===== src/rtl/trng_pkg.sv =====
// Shared register map, bit positions and bus FSM encoding for the TRNG word buffer.
package trng_pkg;

  localparam int unsigned DATA_W = 32;
  localparam int unsigned OFF_W  = 2;

  localparam logic [OFF_W-1:0] REG_DATA   = 2'd0;
  localparam logic [OFF_W-1:0] REG_STATUS = 2'd1;
  localparam logic [OFF_W-1:0] REG_CTRL   = 2'd2;

  localparam int unsigned ST_NOT_EMPTY = 0;
  localparam int unsigned ST_FULL      = 1;
  localparam int unsigned ST_HEALTH    = 2;
  localparam int unsigned ST_OVERFLOW  = 3;
  localparam int unsigned ST_COUNT_LSB = 8;
  localparam int unsigned ST_COUNT_W   = 8;

  localparam int unsigned CTRL_ENABLE = 0;
  localparam int unsigned CTRL_FLUSH  = 1;
  localparam int unsigned CTRL_CLEAR  = 2;

  localparam int unsigned RCT_RUN_W = 4;

  typedef enum logic {
    BUS_IDLE = 1'b0,
    BUS_RESP = 1'b1
  } bus_state_e;

endpackage


===== src/rtl/trng_rct.sv =====
// Repetition-count health test: flags a run of RCT_CUTOFF identical words.
// Only instantiated when TRNG_HEALTH_RCT_EN is defined.
module trng_rct
  import trng_pkg::*;
#(
  parameter int unsigned RCT_CUTOFF = 4
) (
  input  logic              clk,
  input  logic              rst,
  input  logic [DATA_W-1:0] word,
  input  logic              strobe,
  input  logic              clear,
  output logic              fail_pulse
);

  logic [DATA_W-1:0]    r_prev;
  logic [RCT_RUN_W-1:0] r_run;
  logic [RCT_RUN_W-1:0] w_run_nxt;
  logic                 w_same;

  // A zero run means no previous word has been tested yet.
  assign w_same = (r_run != '0) && (word == r_prev);

  always_comb begin
    w_run_nxt = RCT_RUN_W'(1);
    if (w_same) begin
      if (r_run >= RCT_RUN_W'(RCT_CUTOFF)) w_run_nxt = RCT_RUN_W'(RCT_CUTOFF);
      else                                 w_run_nxt = r_run + RCT_RUN_W'(1);
    end
  end

  assign fail_pulse = strobe && !clear && (w_run_nxt == RCT_RUN_W'(RCT_CUTOFF));

  always_ff @(posedge clk or posedge rst) begin
    if (rst) begin
      r_prev <= '0;
      r_run  <= '0;
    end else if (clear) begin
      r_run <= '0;
    end else if (strobe) begin
      r_prev <= word;
      r_run  <= w_run_nxt;
    end
  end

endmodule


===== src/rtl/trng_word_buffer.sv =====
// TRNG word FIFO exposed on the PicoRV32 native bus (DATA/STATUS/CTRL registers).
// Optional repetition-count health test built when TRNG_HEALTH_RCT_EN is defined.
module trng_word_buffer
  import trng_pkg::*;
#(
  parameter int unsigned DEPTH      = 8,
  parameter logic [31:0] BASE_ADDR  = 32'h0200_0000,
  parameter int unsigned RCT_CUTOFF = 4
) (
  input  logic        clk,
  input  logic        rst,
  input  logic [31:0] rng_data,
  input  logic        rng_valid,
  input  logic        mem_valid,
  input  logic [31:0] mem_addr,
  input  logic [31:0] mem_wdata,
  input  logic [3:0]  mem_wstrb,
  output logic        mem_ready,
  output logic [31:0] mem_rdata,
  output logic        health_fail
);

  localparam int unsigned PTR_W = $clog2(DEPTH);
  localparam int unsigned CNT_W = PTR_W + 1;

  bus_state_e r_state;
  bus_state_e w_state_nxt;

  logic              r_mem_ready;
  logic [DATA_W-1:0] r_mem_rdata;
  logic              w_ready_nxt;
  logic [DATA_W-1:0] w_rdata_nxt;
  logic [DATA_W-1:0] w_rdata_mux;

  logic [DATA_W-1:0] r_mem [DEPTH];
  logic [PTR_W-1:0]  r_wr_ptr;
  logic [PTR_W-1:0]  r_rd_ptr;
  logic [CNT_W-1:0]  r_count;
  logic              r_enable;
  logic              r_overflow;

  logic             w_sel;
  logic [OFF_W-1:0] w_off;
  logic             w_is_read;
  logic             w_empty;
  logic             w_full;
  logic             w_pop;
  logic             w_ctrl_wr;
  logic             w_flush_req;
  logic             w_clear;
  logic             w_strobe;
  logic             w_trip;
  logic             w_hf;
  logic             w_push_try;
  logic             w_push;
  logic             w_ovf_evt;
  logic             w_flush;
  logic             w_unused;

  // The !mem_ready term keeps a still-asserted request from being answered twice.
  assign w_sel     = mem_valid && (mem_addr[31:4] == BASE_ADDR[31:4]) && !r_mem_ready;
  assign w_off     = mem_addr[3:2];
  assign w_is_read = (mem_wstrb == 4'h0);
  assign w_empty   = (r_count == '0);
  assign w_full    = (r_count == CNT_W'(DEPTH));

  assign w_pop       = w_sel && w_is_read && (w_off == REG_DATA) && !w_empty;
  assign w_ctrl_wr   = w_sel && (w_off == REG_CTRL) && mem_wstrb[0];
  assign w_flush_req = w_ctrl_wr && mem_wdata[CTRL_FLUSH];
  assign w_clear     = w_ctrl_wr && mem_wdata[CTRL_CLEAR];
  assign w_strobe    = rng_valid && r_enable;

`ifdef TRNG_HEALTH_RCT_EN
  logic r_health_fail;

  trng_rct #(
    .RCT_CUTOFF (RCT_CUTOFF)
  ) u_rct (
    .clk        (clk),
    .rst        (rst),
    .word       (rng_data),
    .strobe     (w_strobe),
    .clear      (w_clear),
    .fail_pulse (w_trip)
  );

  always_ff @(posedge clk or posedge rst) begin
    if (rst) r_health_fail <= 1'b0;
    else     r_health_fail <= (r_health_fail && !w_clear) || w_trip;
  end

  assign w_hf        = r_health_fail;
  assign health_fail = r_health_fail;
  assign w_unused    = ^{1'b0, mem_addr[1:0], mem_wdata[31:3]};
`else
  assign w_trip      = 1'b0;
  assign w_hf        = 1'b0;
  assign health_fail = 1'b0;
  assign w_unused    = ^{1'b0, mem_addr[1:0], mem_wdata[31:3], RCT_CUTOFF[0]};
`endif

  // A tripping word is never stored; a trip also empties the FIFO.
  assign w_push_try = w_strobe && !w_hf && !w_trip;
  assign w_push     = w_push_try && !w_full;
  assign w_ovf_evt  = w_push_try && w_full;
  assign w_flush    = w_flush_req || w_trip;

  always_ff @(posedge clk or posedge rst) begin
    if (rst) begin
      r_wr_ptr <= '0;
      r_rd_ptr <= '0;
      r_count  <= '0;
    end else if (w_flush) begin
      r_wr_ptr <= '0;
      r_rd_ptr <= '0;
      r_count  <= '0;
    end else begin
      if (w_push) r_wr_ptr <= r_wr_ptr + PTR_W'(1);
      if (w_pop)  r_rd_ptr <= r_rd_ptr + PTR_W'(1);
      if (w_push && !w_pop)      r_count <= r_count + CNT_W'(1);
      else if (!w_push && w_pop) r_count <= r_count - CNT_W'(1);
    end
  end

  always_ff @(posedge clk) begin
    if (w_push && !w_flush) r_mem[r_wr_ptr] <= rng_data;
  end

  always_ff @(posedge clk or posedge rst) begin
    if (rst) begin
      r_enable   <= 1'b1;
      r_overflow <= 1'b0;
    end else begin
      if (w_ctrl_wr) r_enable <= mem_wdata[CTRL_ENABLE];
      r_overflow <= (r_overflow && !w_clear) || w_ovf_evt;
    end
  end

  // Read view sampled at the sel cycle, before that cycle's push/pop.
  always_comb begin
    w_rdata_mux = '0;
    case (w_off)
      REG_DATA: begin
        if (!w_empty) w_rdata_mux = r_mem[r_rd_ptr];
      end
      REG_STATUS: begin
        w_rdata_mux[ST_NOT_EMPTY] = !w_empty;
        w_rdata_mux[ST_FULL]      = w_full;
        w_rdata_mux[ST_HEALTH]    = w_hf;
        w_rdata_mux[ST_OVERFLOW]  = r_overflow;
        w_rdata_mux[ST_COUNT_LSB +: ST_COUNT_W] = ST_COUNT_W'(r_count);
      end
      REG_CTRL: begin
        w_rdata_mux[CTRL_ENABLE] = r_enable;
      end
      default: w_rdata_mux = '0;
    endcase
  end

  always_ff @(posedge clk or posedge rst) begin
    if (rst) r_state <= BUS_IDLE;
    else     r_state <= w_state_nxt;
  end

  always_comb begin
    w_state_nxt = r_state;
    case (r_state)
      BUS_IDLE: if (w_sel) w_state_nxt = BUS_RESP;
      BUS_RESP: w_state_nxt = BUS_IDLE;
      default:  w_state_nxt = BUS_IDLE;
    endcase
  end

  always_comb begin
    w_ready_nxt = 1'b0;
    w_rdata_nxt = '0;
    case (r_state)
      BUS_IDLE: begin
        if (w_sel) begin
          w_ready_nxt = 1'b1;
          if (w_is_read) w_rdata_nxt = w_rdata_mux;
        end
      end
      default: begin
        w_ready_nxt = 1'b0;
        w_rdata_nxt = '0;
      end
    endcase
  end

  always_ff @(posedge clk or posedge rst) begin
    if (rst) begin
      r_mem_ready <= 1'b0;
      r_mem_rdata <= '0;
    end else begin
      r_mem_ready <= w_ready_nxt;
      r_mem_rdata <= w_rdata_nxt;
    end
  end

  assign mem_ready = r_mem_ready;
  assign mem_rdata = r_mem_rdata;

endmodule


===== config.mk =====
export PLATFORM = sky130hd
export DESIGN_NAME = trng_word_buffer
export DESIGN_NICKNAME = d
export VERILOG_FILES = /design/src/rtl/trng_pkg.sv /design/src/rtl/trng_rct.sv /design/src/rtl/trng_word_buffer.sv
export SDC_FILE = /design/constraint.sdc
export NUM_CORES = 1
export LEC_CHECK = 0
export CORE_ASPECT_RATIO = 1.25
export CORE_MARGIN = 2
export CORE_UTILIZATION = 56
export DETAILED_ROUTE_END_ITERATION = 16
export PLACE_DENSITY = 0.82
export SLEW_MARGIN = 10
export SYNTH_ARGS = -nofsm -noshare
export SYNTH_HDL_FRONTEND = slang
export SYNTH_SLANG_ARGS = --single-unit

===== constraint.sdc =====
create_clock -name clk -period 4.4 [get_ports clk]
set_input_delay 0.88 -clock clk [delete_from_list [all_inputs] [get_ports clk]]
set_output_delay 0.88 -clock clk [all_outputs]
set_load 0.05 [all_outputs]

Yosys cells after proc, flatten, opt, wreduce, memory -nomap -nowiden:

Memory sizes are Yosys's and may differ from the RTL's.
Index checks and enable logic that the tools add are counted.
Widths: inputs -> output; s select.

* input bits: 104
* memories: 1
* latch bits: 0
* memory bits (read-only): 0
* output and inout port bits: 34
* logic and storage cells: 69
* register bits: 46
* RAM bits: 256

* divide/modulo/power cells: 0
* equal/unequal tests: 4
* bitwise operators: 1
* multipliers: 0
* add/sub/neg operators: 4
* reductions and logical operators: 30
* $lt $le $gt $ge: 0
* multiplexer cells: 21
* shift operators: 0

Memory list
* r_mem: depth 8, bits a word 32, read ports 1, clocked after memory_dff 0, wr ports 1, RTL line trng_word_buffer.sv:35 `logic [DATA_W-1:0] r_mem [DEPTH];`

Operator list (number)
* $mux 32: 4
* $eq 28x22->1 const B: 1
* $logic_and 1x1->1: 16
* $mux 16: 1
* $mux 4: 4
* $pmux 8 s2: 1
* $mux 3: 4
* $logic_not 4->1: 2
* $logic_not 1->1: 7
* $add 3x1->3 const B: 2
* $pmux 3 s2: 1
* $add 4x1->4 const B: 1
* $eq 4x4->1 const B: 1
* $mux 1: 4
* $reduce_bool 2->1: 2
* $sub 4x1->4 const B: 1
* $pmux 1 s3: 1
* $reduce_bool 3->1: 1
* $eq 2x1->1 const B: 1
* $eq 2x2->1 const B: 1
* $logic_not 2->1: 1
* $pmux 1 s2: 1
* $logic_or 1x1->1: 1
* $not 1->1: 1

Longest topological paths before layout:

Gate-level depths: netlist (run 1).

* depth after elaboration: 10
* gate-level depth with buffers: 12
* depth with buffers taken out: 10

Least setup slack after synthesis (run 1):

OpenSTA, ideal clock, no wires.

* path kind: input to register
* start: input mem_addr[25]
* end: memory r_mem[2][0], enable pin
* required time: 3932 ps
* cell stages on the path: 5
* setup slack: -48 ps
* setup time: 468 ps
* arrival time: 3980 ps
* cell sequence: nor4b_4 -> nand4_2 -> nor4_4 -> or3_1 -> nor3b_1

* cells in the longest elaborated chain, start to end: 10

RTL lines
* start, declared: RTL line trng_word_buffer.sv:15 `input logic [31:0] mem_addr,`
* $eq 28x22->1: RTL line trng_word_buffer.sv:61 `assign w_sel = mem_valid && (mem_addr[31:4] == BASE_ADDR[31:4]) && !r_mem_ready;`
* $logic_and 1x1->1 (2 in series): RTL line trng_word_buffer.sv:61
* $logic_and 1x1->1 (2 in series): RTL line trng_word_buffer.sv:68 `assign w_ctrl_wr = w_sel && (w_off == REG_CTRL) && mem_wstrb[0];`
* $logic_and 1x1->1: RTL line trng_word_buffer.sv:69 `assign w_flush_req = w_ctrl_wr && mem_wdata[CTRL_FLUSH];`
* $logic_not 1->1: RTL line trng_word_buffer.sv:126 `if (w_push && !w_flush) r_mem[r_wr_ptr] <= rng_data;`
* $logic_and 1x1->1: RTL line trng_word_buffer.sv:126
* $mux 1: RTL line trng_word_buffer.sv:126
* $mux 1 (not written as such): RTL line trng_word_buffer.sv:126
* end, declared: RTL line trng_word_buffer.sv:35

Every way passes these cells.

Worst setup path in the final report (run 1):

* start: input mem_addr[3]
* end: memory r_mem[2][10], enable pin

* cells in the longest elaborated chain, start to end: 8

RTL lines (RTL line)
* $eq 2x2->1: trng_word_buffer.sv:68
* $logic_and 1x1->1 (2 in series): trng_word_buffer.sv:68
* $logic_and 1x1->1: trng_word_buffer.sv:69
* $logic_not 1->1: trng_word_buffer.sv:126
* $logic_and 1x1->1: trng_word_buffer.sv:126
* $mux 1: trng_word_buffer.sv:126
* $mux 1 (not written as such): trng_word_buffer.sv:126

Every way passes these cells.

==> results of run 1 <==
-- per-stage QoR --
step	utilization, %	std cells	hold slack, ns	power [mW]
3_3_place_gp	63.7	940	0.481	3.27
4_1_cts	68.0	990	0.498	5.57
3_5_place_dp	63.7	940	0.481	3.28
2_1_floorplan	-	568	0.456	3.18
5_1_grt	68.0	991	0.525	5.67
6_report	68.0	991	0.497	5.54
-- layout make-up --
| cell class | count | area [um^2] |
|---|---|---|
| repair buffers | 126 | 1220 |
| clock inverters | 12 | 121 |
| fillers | 1278 | 6610 |
| multi-input cells | 232 | 2750 |
| flip-flops and latches | 301 | 8820 |
| well taps | 274 | 343 |
| inverters | 7 | 26.3 |
| clock buffers | 38 | 767 |
| diodes | 1 | 2.50 |
-- worst max-delay path, cell delays in order --
cell and delay (ns):
clkdlybuf4s50_1 0.51, nor2b_1 0.20, nand2_1 0.14, nor4_4 0.06, or3_1 0.47, nor3b_4 0.84
buf_4 0.47
-- sequential cells by signal (all words and copies together) (netlist names) --
name        cells
r_mem         256
mem_rdata      32
r_count         4
r_rd_ptr        3
r_wr_ptr        3
mem_ready       1
r_enable        1
r_overflow      1
-- final timing paths --
| kind | to | slack (ns) | cells past startpoint |
|---|---|---|---|
| max in group asynchronous | mem_rdata[22] | 2.83 | 3 |
| hold reg to reg | r_overflow | 0.50 | 1 |
| min in group asynchronous | mem_rdata[28] | 0.80 | 2 |
| hold / removal | r_overflow | 0.50 | 1 |
| setup reg to reg | r_mem[2][10] | 1.33 | 5 |
| setup / recovery | r_mem[2][10] | 1.02 | 7 |
-- logic make-up after synthesis --
family | count (synthesis) | synth area share, %
adders and majority gates | 5 | 0.600
buffers and inverters | 35 | 1.49
and+or+nand+nor | 102 | 5.46
AOI/OAI and AO/OA | 16 | 0.782
other | 1 | 0.0321
DFF | 301 | 75.4
muxes | 103 | 15.7
xor gates and xnor gates | 5 | 0.493
-- where the power goes --
| part | switching, mW | internal, mW | leakage [nW] |
|---|---|---|---|
| logic | 0.0584 | 0.0633 | 1.28 |
| registers | 0.0000000157 | 3.09 | 2.91 |
| clock network | 0.985 | 1.34 | 0.434 |
-- placed cells by master (no fill, tap or decap), types with 5 or more instances in the layout --
master	synthesis	routed
buf_4	1	20
a21oi_1	10	10
inv_1	7	6
mux2i_1	36	36
clkbuf_16	0	27
nand2_1	9	9
clkinv_2	0	5
dfrtp_1	44	41
edfxtp_1	256	256
nor2_1	54	52
clkbuf_1	9	6
mux4_2	64	64
clkdlybuf4s50_1	0	105
clkbuf_8	0	5
-- layer usage --
| layer | vias to the layer above | GRT usage, % | wire length (um) |
|---|---|---|---|
| li1 | 2517 | - | - |
| met1 | 3036 | 27.8 | 9280 |
| met2 | 278 | 39.3 | 12500 |
| met3 | 53 | 3.66 | 1610 |
| met4 | 0 | 9.33 | 779 |
| met5 | - | 0 | 0 |
==> flow_results.xml, run 1 <==
<?xml version="1.0" encoding="UTF-8"?>
<metrics>
  <group name="die">
    <metric name="die_area" unit="mm^2">0.0220</metric>
    <metric name="floorplan.initialDensity" unit="%">56.5</metric>
    <metric name="die_x_extent" unit="um">133</metric>
    <metric name="io_pins" unit="">138</metric>
    <metric name="core_region_area" unit="mm^2">0.0207</metric>
    <metric name="std_cell_rows" unit="">59</metric>
    <metric name="die_y" unit="um">166</metric>
  </group>
  <group name="yosys">
    <metric name="synth_sequential_area_ratio" unit="%">75.4</metric>
    <metric name="synth_largest_area_cell" unit="">edfxtp_1</metric>
    <metric name="netlist_area_before_placement" unit="mm^2">0.0117</metric>
    <metric name="synth.top_cell.area_share" unit="%">65.8</metric>
    <metric name="synthMostInstantiatedCell" unit="">edfxtp_1</metric>
    <metric name="count_of_yosys_warnings_during_synthesis" unit="">0</metric>
    <metric name="synth_commonest_cells" unit="">edfxtp_1 (256), mux4_2 (64), nor2_1 (54), dfrtp_1 (44), mux2i_1 (36)</metric>
    <metric name="count_of_flip_flops_with_a_built_in_enable_after_synthesis" unit="">256</metric>
    <metric name="synth_nets" unit="">677</metric>
    <metric name="async_flop_share" unit="%">15.0</metric>
    <metric name="number_of_storage_elements_in_the_synthesis_netlist" unit="">301</metric>
    <metric name="ys_dominant_reg_cell" unit="">edfxtp_1</metric>
    <metric name="mean_area_per_synthesized_cell" unit="um^2">20.6</metric>
    <metric name="netlist_instances" unit="">568</metric>
    <metric name="synthDistinctLibCells" unit="">46</metric>
    <metric name="netlist_top_cells_area" unit="">edfxtp_1 (66%), mux4_2 (12%), dfrtp_1 (9.4%), mux2i_1 (3.1%), nor2_1 (1.7%)</metric>
  </group>
  <group name="clock_tree">
    <metric name="clk_path_buf_depth" unit="">3</metric>
    <metric name="worst_setup_hold_path_clk_slew" unit="ns">0.07</metric>
    <metric name="worstSkewPairLatency" unit="ns">0.53</metric>
    <metric name="cts.sinks" unit="">301</metric>
    <metric name="clock_tree.root_cell" unit="">clkbuf_16</metric>
    <metric name="cts.hold.buffers_added" unit="">0</metric>
    <metric name="cts_tree" unit="">yes</metric>
    <metric name="cts-buffers-inserted" unit="">27</metric>
    <metric name="cts-htree-levels" unit="">1</metric>
    <metric name="ctsResizeCount" unit="">0</metric>
    <metric name="cts.repair_timing.setup_buffer_count" unit="">0</metric>
  </group>
  <group name="sta">
    <metric name="report.final.setup_viol" unit="">0</metric>
    <metric name="worst_pin_slew" unit="ns">1.23</metric>
    <metric name="fin_tns_setup" unit="ns">0</metric>
    <metric name="timing.clock.skew" unit="ns">0.0144</metric>
    <metric name="rsz_0062_raised_after_global_routing" unit="">no</metric>
    <metric name="worst_slack" unit="ns">1.02</metric>
    <metric name="max_freq" unit="GHz">0.296</metric>
    <metric name="final_max_slew_viol_count" unit="">0</metric>
    <metric name="post-route-period-util" unit="%">76.7</metric>
    <metric name="report.final.hold_viol_count" unit="">0</metric>
    <metric name="post-route-min-period" unit="ns">3.38</metric>
    <metric name="max_slew_margin" unit="%">18.0</metric>
  </group>
  <group name="routing">
    <metric name="total_drc_errors_in_the_routed_layout" unit="">0</metric>
    <metric name="antenna_violating_nets_post_route" unit="">0</metric>
    <metric name="dr.first_iter.drc_count" unit="">587</metric>
    <metric name="routedWlPerCell" unit="um">24.4</metric>
    <metric name="first_pass_iteration_count_of_the_detailed_router" unit="">9</metric>
    <metric name="route.final.wire_length" unit="um">24200</metric>
    <metric name="vias_per_cell" unit="">5.94</metric>
    <metric name="vias" unit="">5884</metric>
  </group>
  <group name="status">
    <metric name="outcome" unit="">completed</metric>
  </group>
  <group name="placed_design">
    <metric name="post-place-ws" unit="ns">0.449</metric>
    <metric name="numPortBuffers" unit="">105</metric>
    <metric name="gp_congestion" unit="">0.786</metric>
    <metric name="placement.cell_area" unit="mm^2">0.0132</metric>
    <metric name="place.detailed.hpwl" unit="um">13700</metric>
  </group>
  <group name="global_routing">
    <metric name="grt.total_usage" unit="%">22.3</metric>
    <metric name="grt_max_degree" unit="">54</metric>
    <metric name="grt_pass1_vias" unit="">6237</metric>
    <metric name="overflow" unit="">0</metric>
    <metric name="grt_pass1_wl" unit="um">36300</metric>
    <metric name="antenna_violations_before_repair" unit="">1</metric>
  </group>
  <group name="setup_path">
    <metric name="type_of_element_capturing_the_critical_path" unit="">flip-flop</metric>
    <metric name="r2r_start" unit="">r_count[2]</metric>
    <metric name="timing.critical_path.from" unit="">mem_addr[3]</metric>
    <metric name="setup.worst_path.class" unit="">primary input to flip-flop</metric>
    <metric name="critical_path_required" unit="ns">4.60</metric>
    <metric name="worst-endpoint-arrival" unit="ns">3.57</metric>
    <metric name="worstSetupStartpointType" unit="">primary input</metric>
    <metric name="critical_path.max_fanout" unit="">19</metric>
  </group>
  <group name="worst_hold_path">
    <metric name="worst_hold_startpoint" unit="">r_overflow</metric>
    <metric name="timing.hold.worst.class" unit="">flip-flop to flip-flop</metric>
  </group>
  <group name="power">
    <metric name="power.density" unit="mW/mm^2">394</metric>
    <metric name="power.static_leakage" unit="nW">4.62</metric>
    <metric name="vdd_ir_drop_max" unit="mV">0.357</metric>
  </group>
  <group name="layout">
    <metric name="layout-area-overhead-vs-synth" unit="%">20.3</metric>
    <metric name="layout.nets" unit="">804</metric>
    <metric name="post_route_cells_drive_above_1_share" unit="%">22.3</metric>
    <metric name="layout.cell_area.non_filler" unit="mm^2">0.0141</metric>
  </group>
  <group name="flow_run">
    <metric name="max_cap_viols" unit="">0</metric>
  </group>
</metrics>
No activity file was read; power rests on OpenSTA's default activity.
==> run 2: changes to the inputs <==
--- a/config.mk
+++ b/config.mk
@@ -7,9 +7,9 @@
 export LEC_CHECK = 0
 export CORE_ASPECT_RATIO = 1.25
 export CORE_MARGIN = 2
-export CORE_UTILIZATION = 56
+export CORE_UTILIZATION = 50
 export DETAILED_ROUTE_END_ITERATION = 16
-export PLACE_DENSITY = 0.82
+export PLACE_DENSITY = 0.77
 export SLEW_MARGIN = 10
 export SYNTH_ARGS = -nofsm -noshare
 export SYNTH_HDL_FRONTEND = slang
==> constraint.sdc (replaced) <==
create_clock -name clk -period 3.1 [get_ports clk]
set_input_delay 0.62 -clock clk [delete_from_list [all_inputs] [get_ports clk]]
set_output_delay 0.62 -clock clk [all_outputs]
set_load 0.05 [all_outputs]
==> run 2 against run 1 <==
Worst hold slack better by 0.050 ns. First-iteration DRC count is 34% lower. Cell count grew 3.1%. Cell area rose by 1.6%. Sequential power grew 42%. Die area up 12%.
==> flow_results.xml, run 2 (synthesized netlist as in run 1, its figures left out) <==
<?xml version="1.0" encoding="UTF-8"?>
<metrics>
  <group name="status">
    <metric name="outcome" unit="">completed</metric>
  </group>
  <group name="global_routing">
    <metric name="grt_pass1_wl" unit="um">35900</metric>
    <metric name="grt_pass1_vias" unit="">6318</metric>
    <metric name="antenna_violations_before_repair" unit="">2</metric>
    <metric name="grt_max_degree" unit="">46</metric>
    <metric name="overflow" unit="">0</metric>
    <metric name="grt.total_usage" unit="%">19.3</metric>
  </group>
  <group name="layout">
    <metric name="fill_cells" unit="">1561</metric>
    <metric name="most-common-layout-cells" unit="">edfxtp_1 (256), clkdlybuf4s50_1 (105), mux4_2 (64)</metric>
    <metric name="insertedDiodeCount" unit="">0</metric>
    <metric name="layout.nets" unit="">823</metric>
    <metric name="sequential_cell_area" unit="mm^2">0.00882</metric>
    <metric name="cell_count_final_fillers_out" unit="">1022</metric>
    <metric name="post_route_cells_drive_above_1_share" unit="%">23.7</metric>
    <metric name="multiInputGateArea" unit="mm^2">0.00276</metric>
    <metric name="mostFrequentLayoutCell" unit="">edfxtp_1</metric>
    <metric name="most_flops_register" unit="">r_mem</metric>
    <metric name="layout-area-overhead-vs-synth" unit="%">22.2</metric>
    <metric name="largest_register_ff_count" unit="">256</metric>
  </group>
  <group name="sta">
    <metric name="final_max_slew_viol_count" unit="">0</metric>
    <metric name="report.final.setup_viol" unit="">0</metric>
    <metric name="worst_pin_slew" unit="ns">0.915</metric>
    <metric name="post-route-min-period" unit="ns">2.82</metric>
    <metric name="fin_tns_setup" unit="ns">0</metric>
    <metric name="report.final.hold_viol_count" unit="">0</metric>
    <metric name="post-route-period-util" unit="%">90.9</metric>
    <metric name="hold_ws" unit="ns">0.547</metric>
    <metric name="timing.clock.skew" unit="ns">0.00881</metric>
    <metric name="rsz_0062_raised_after_global_routing" unit="">no</metric>
    <metric name="max_slew_margin" unit="%">39.0</metric>
    <metric name="max_freq" unit="GHz">0.355</metric>
    <metric name="worst_slack" unit="ns">0.282</metric>
  </group>
  <group name="placed_design">
    <metric name="placedCellCount" unit="">973</metric>
    <metric name="post-place-ws" unit="ns">-0.245</metric>
    <metric name="gp_congestion" unit="">0.773</metric>
    <metric name="place.detailed.hpwl" unit="um">14400</metric>
    <metric name="numPortBuffers" unit="">105</metric>
  </group>
  <group name="setup_path">
    <metric name="cpPeakStageDelay" unit="ns">0.47</metric>
    <metric name="setup.worst_path.class" unit="">primary input to flip-flop</metric>
    <metric name="critical_path.max_fanout" unit="">2</metric>
    <metric name="critical_path.top_delay_family" unit="">simple AND/OR/NAND/NOR gates</metric>
    <metric name="cp_slowest_cell" unit="">clkdlybuf4s50_1</metric>
    <metric name="critPathBufInv" unit="">1</metric>
    <metric name="worstSetupStartpointType" unit="">primary input</metric>
    <metric name="type_of_element_capturing_the_critical_path" unit="">flip-flop</metric>
    <metric name="critical_path_required" unit="ns">3.50</metric>
    <metric name="worstPathCellList" unit="">clkdlybuf4s50_1, nor4_4, nor4b_2, nand3_1, nand2_1, ha_1, a21o_1, a21oi_1, nor2_1, mux2i_1, mux2_2</metric>
    <metric name="worst-endpoint-arrival" unit="ns">3.22</metric>
  </group>
  <group name="power">
    <metric name="vdd_ir_drop_max" unit="mV">0.445</metric>
    <metric name="power.static_leakage" unit="nW">4.70</metric>
    <metric name="power.density" unit="mW/mm^2">536</metric>
  </group>
  <group name="die">
    <metric name="floorplan.initialDensity" unit="%">50.9</metric>
    <metric name="die_x_extent" unit="um">141</metric>
    <metric name="core_region_area" unit="mm^2">0.0230</metric>
    <metric name="die_area" unit="mm^2">0.0246</metric>
    <metric name="io_pins" unit="">138</metric>
    <metric name="std_cell_rows" unit="">62</metric>
    <metric name="die_y" unit="um">175</metric>
  </group>
  <group name="routing">
    <metric name="routedWlPerCell" unit="um">22.6</metric>
    <metric name="vias_per_cell" unit="">5.70</metric>
    <metric name="dr.first_iter.drc_count" unit="">390</metric>
    <metric name="route.final.wire_length" unit="um">23100</metric>
    <metric name="highest_layer" unit="">met5</metric>
    <metric name="route.layer.met1.wl" unit="um">8690</metric>
    <metric name="antenna_violating_nets_post_route" unit="">0</metric>
    <metric name="first_pass_iteration_count_of_the_detailed_router" unit="">5</metric>
    <metric name="met2WireLength" unit="um">12300</metric>
    <metric name="detailroute.wirelength.met3" unit="um">1460</metric>
    <metric name="vias" unit="">5825</metric>
    <metric name="total_drc_errors_in_the_routed_layout" unit="">0</metric>
  </group>
  <group name="clock_tree">
    <metric name="cts.repair_timing.setup_buffer_count" unit="">0</metric>
    <metric name="worst_setup_hold_path_clk_slew" unit="ns">0.06</metric>
    <metric name="cts_tree" unit="">yes</metric>
    <metric name="clock_tree.root_cell" unit="">clkbuf_16</metric>
    <metric name="cts-htree-levels" unit="">1</metric>
    <metric name="cts.sinks" unit="">301</metric>
    <metric name="ctsResizeCount" unit="">0</metric>
    <metric name="worstSkewPairLatency" unit="ns">0.52</metric>
    <metric name="cts-buffers-inserted" unit="">27</metric>
    <metric name="clk_path_buf_depth" unit="">3</metric>
    <metric name="cts.hold.buffers_added" unit="">0</metric>
  </group>
  <group name="worst_hold_path">
    <metric name="timing.hold.worst.class" unit="">flip-flop to flip-flop</metric>
  </group>
  <group name="flow_run">
    <metric name="max_cap_viols" unit="">0</metric>
  </group>
</metrics>
==> run 2: cell count changes in the layout (fill, tap and decap cells not counted) <==
| cell | previous run | this run |
|---|---|---|
| clkbuf_1 | 6 | 10 |
| buf_4 | 20 | 29 |
| buf_12 | 1 | 11 |
| nor3_4 | 0 | 1 |
| diode_2 | 1 | 0 |
| nor3_2 | 2 | 1 |
| bufinv_16 | 2 | 1 |
| clkbuf_8 | 5 | 2 |
| clkinv_4 | 1 | 0 |
==> run 2: metal layers <==
layer	vias up	track usage, %
met5	-	0
met4	2	6.67
met3	49	4.00
met2	196	34.2
met1	3014	23.6
li1	2564	-
==> run 2: cell type report <==
type,count,area share [%]
inverters,7,0.184
repair buffers,145,10.4
clock inverters,10,0.578
flip-flops and latches,301,61.8
clock buffers,39,5.19
multi-input cells,232,19.3
well taps,288,2.52
==> run 2: through the flow <==
stage	total power, mW	instance area, um^2	utilization, %
floorplan	4.51	11700	-
global placement	4.64	13500	58.6
detailed placement	4.65	13500	58.6
CTS	7.72	14300	62.2
global route	7.88	14300	62.2
finish	7.66	14300	62.2
==> run 2: path summary, 6_finish.rpt <==
path / start / endpoint / slack (ns) / cells after the start
worst max-delay path: mem_wstrb[0] / r_count[3] / 0.28 / 11
worst min-delay path: r_overflow / r_overflow / 0.55 / 1
worst max register to register: r_count[2] / r_count[3] / 0.51 / 9
worst min register to register: r_overflow / r_overflow / 0.55 / 1
max in group asynchronous: rst / r_rd_ptr[0] / 1.99 / 3
min in group asynchronous: rst / mem_rdata[25] / 0.60 / 3
==> run 2: report_power, final <==
| group | internal [mW] | total [mW] | switching (mW) | leakage, nW |
|---|---|---|---|---|
| registers | 4.39 | 4.39 | 0.0000000188 | 2.91 |
| clock network | 1.74 | 3.09 | 1.35 | 0.399 |
| logic | 0.0924 | 0.175 | 0.0826 | 1.39 |
==> run 3: changes to the inputs <==
--- a/config.mk
+++ b/config.mk
@@ -9,6 +9,7 @@
 export CORE_MARGIN = 2
 export CORE_UTILIZATION = 50
 export DETAILED_ROUTE_END_ITERATION = 16
+export GPL_ROUTABILITY_DRIVEN = 0
 export PLACE_DENSITY = 0.77
 export SLEW_MARGIN = 10
 export SYNTH_ARGS = -nofsm -noshare
==> results of run 3 <==
Same layout as run 2: the final DEF is identical, and so are final timing and power.
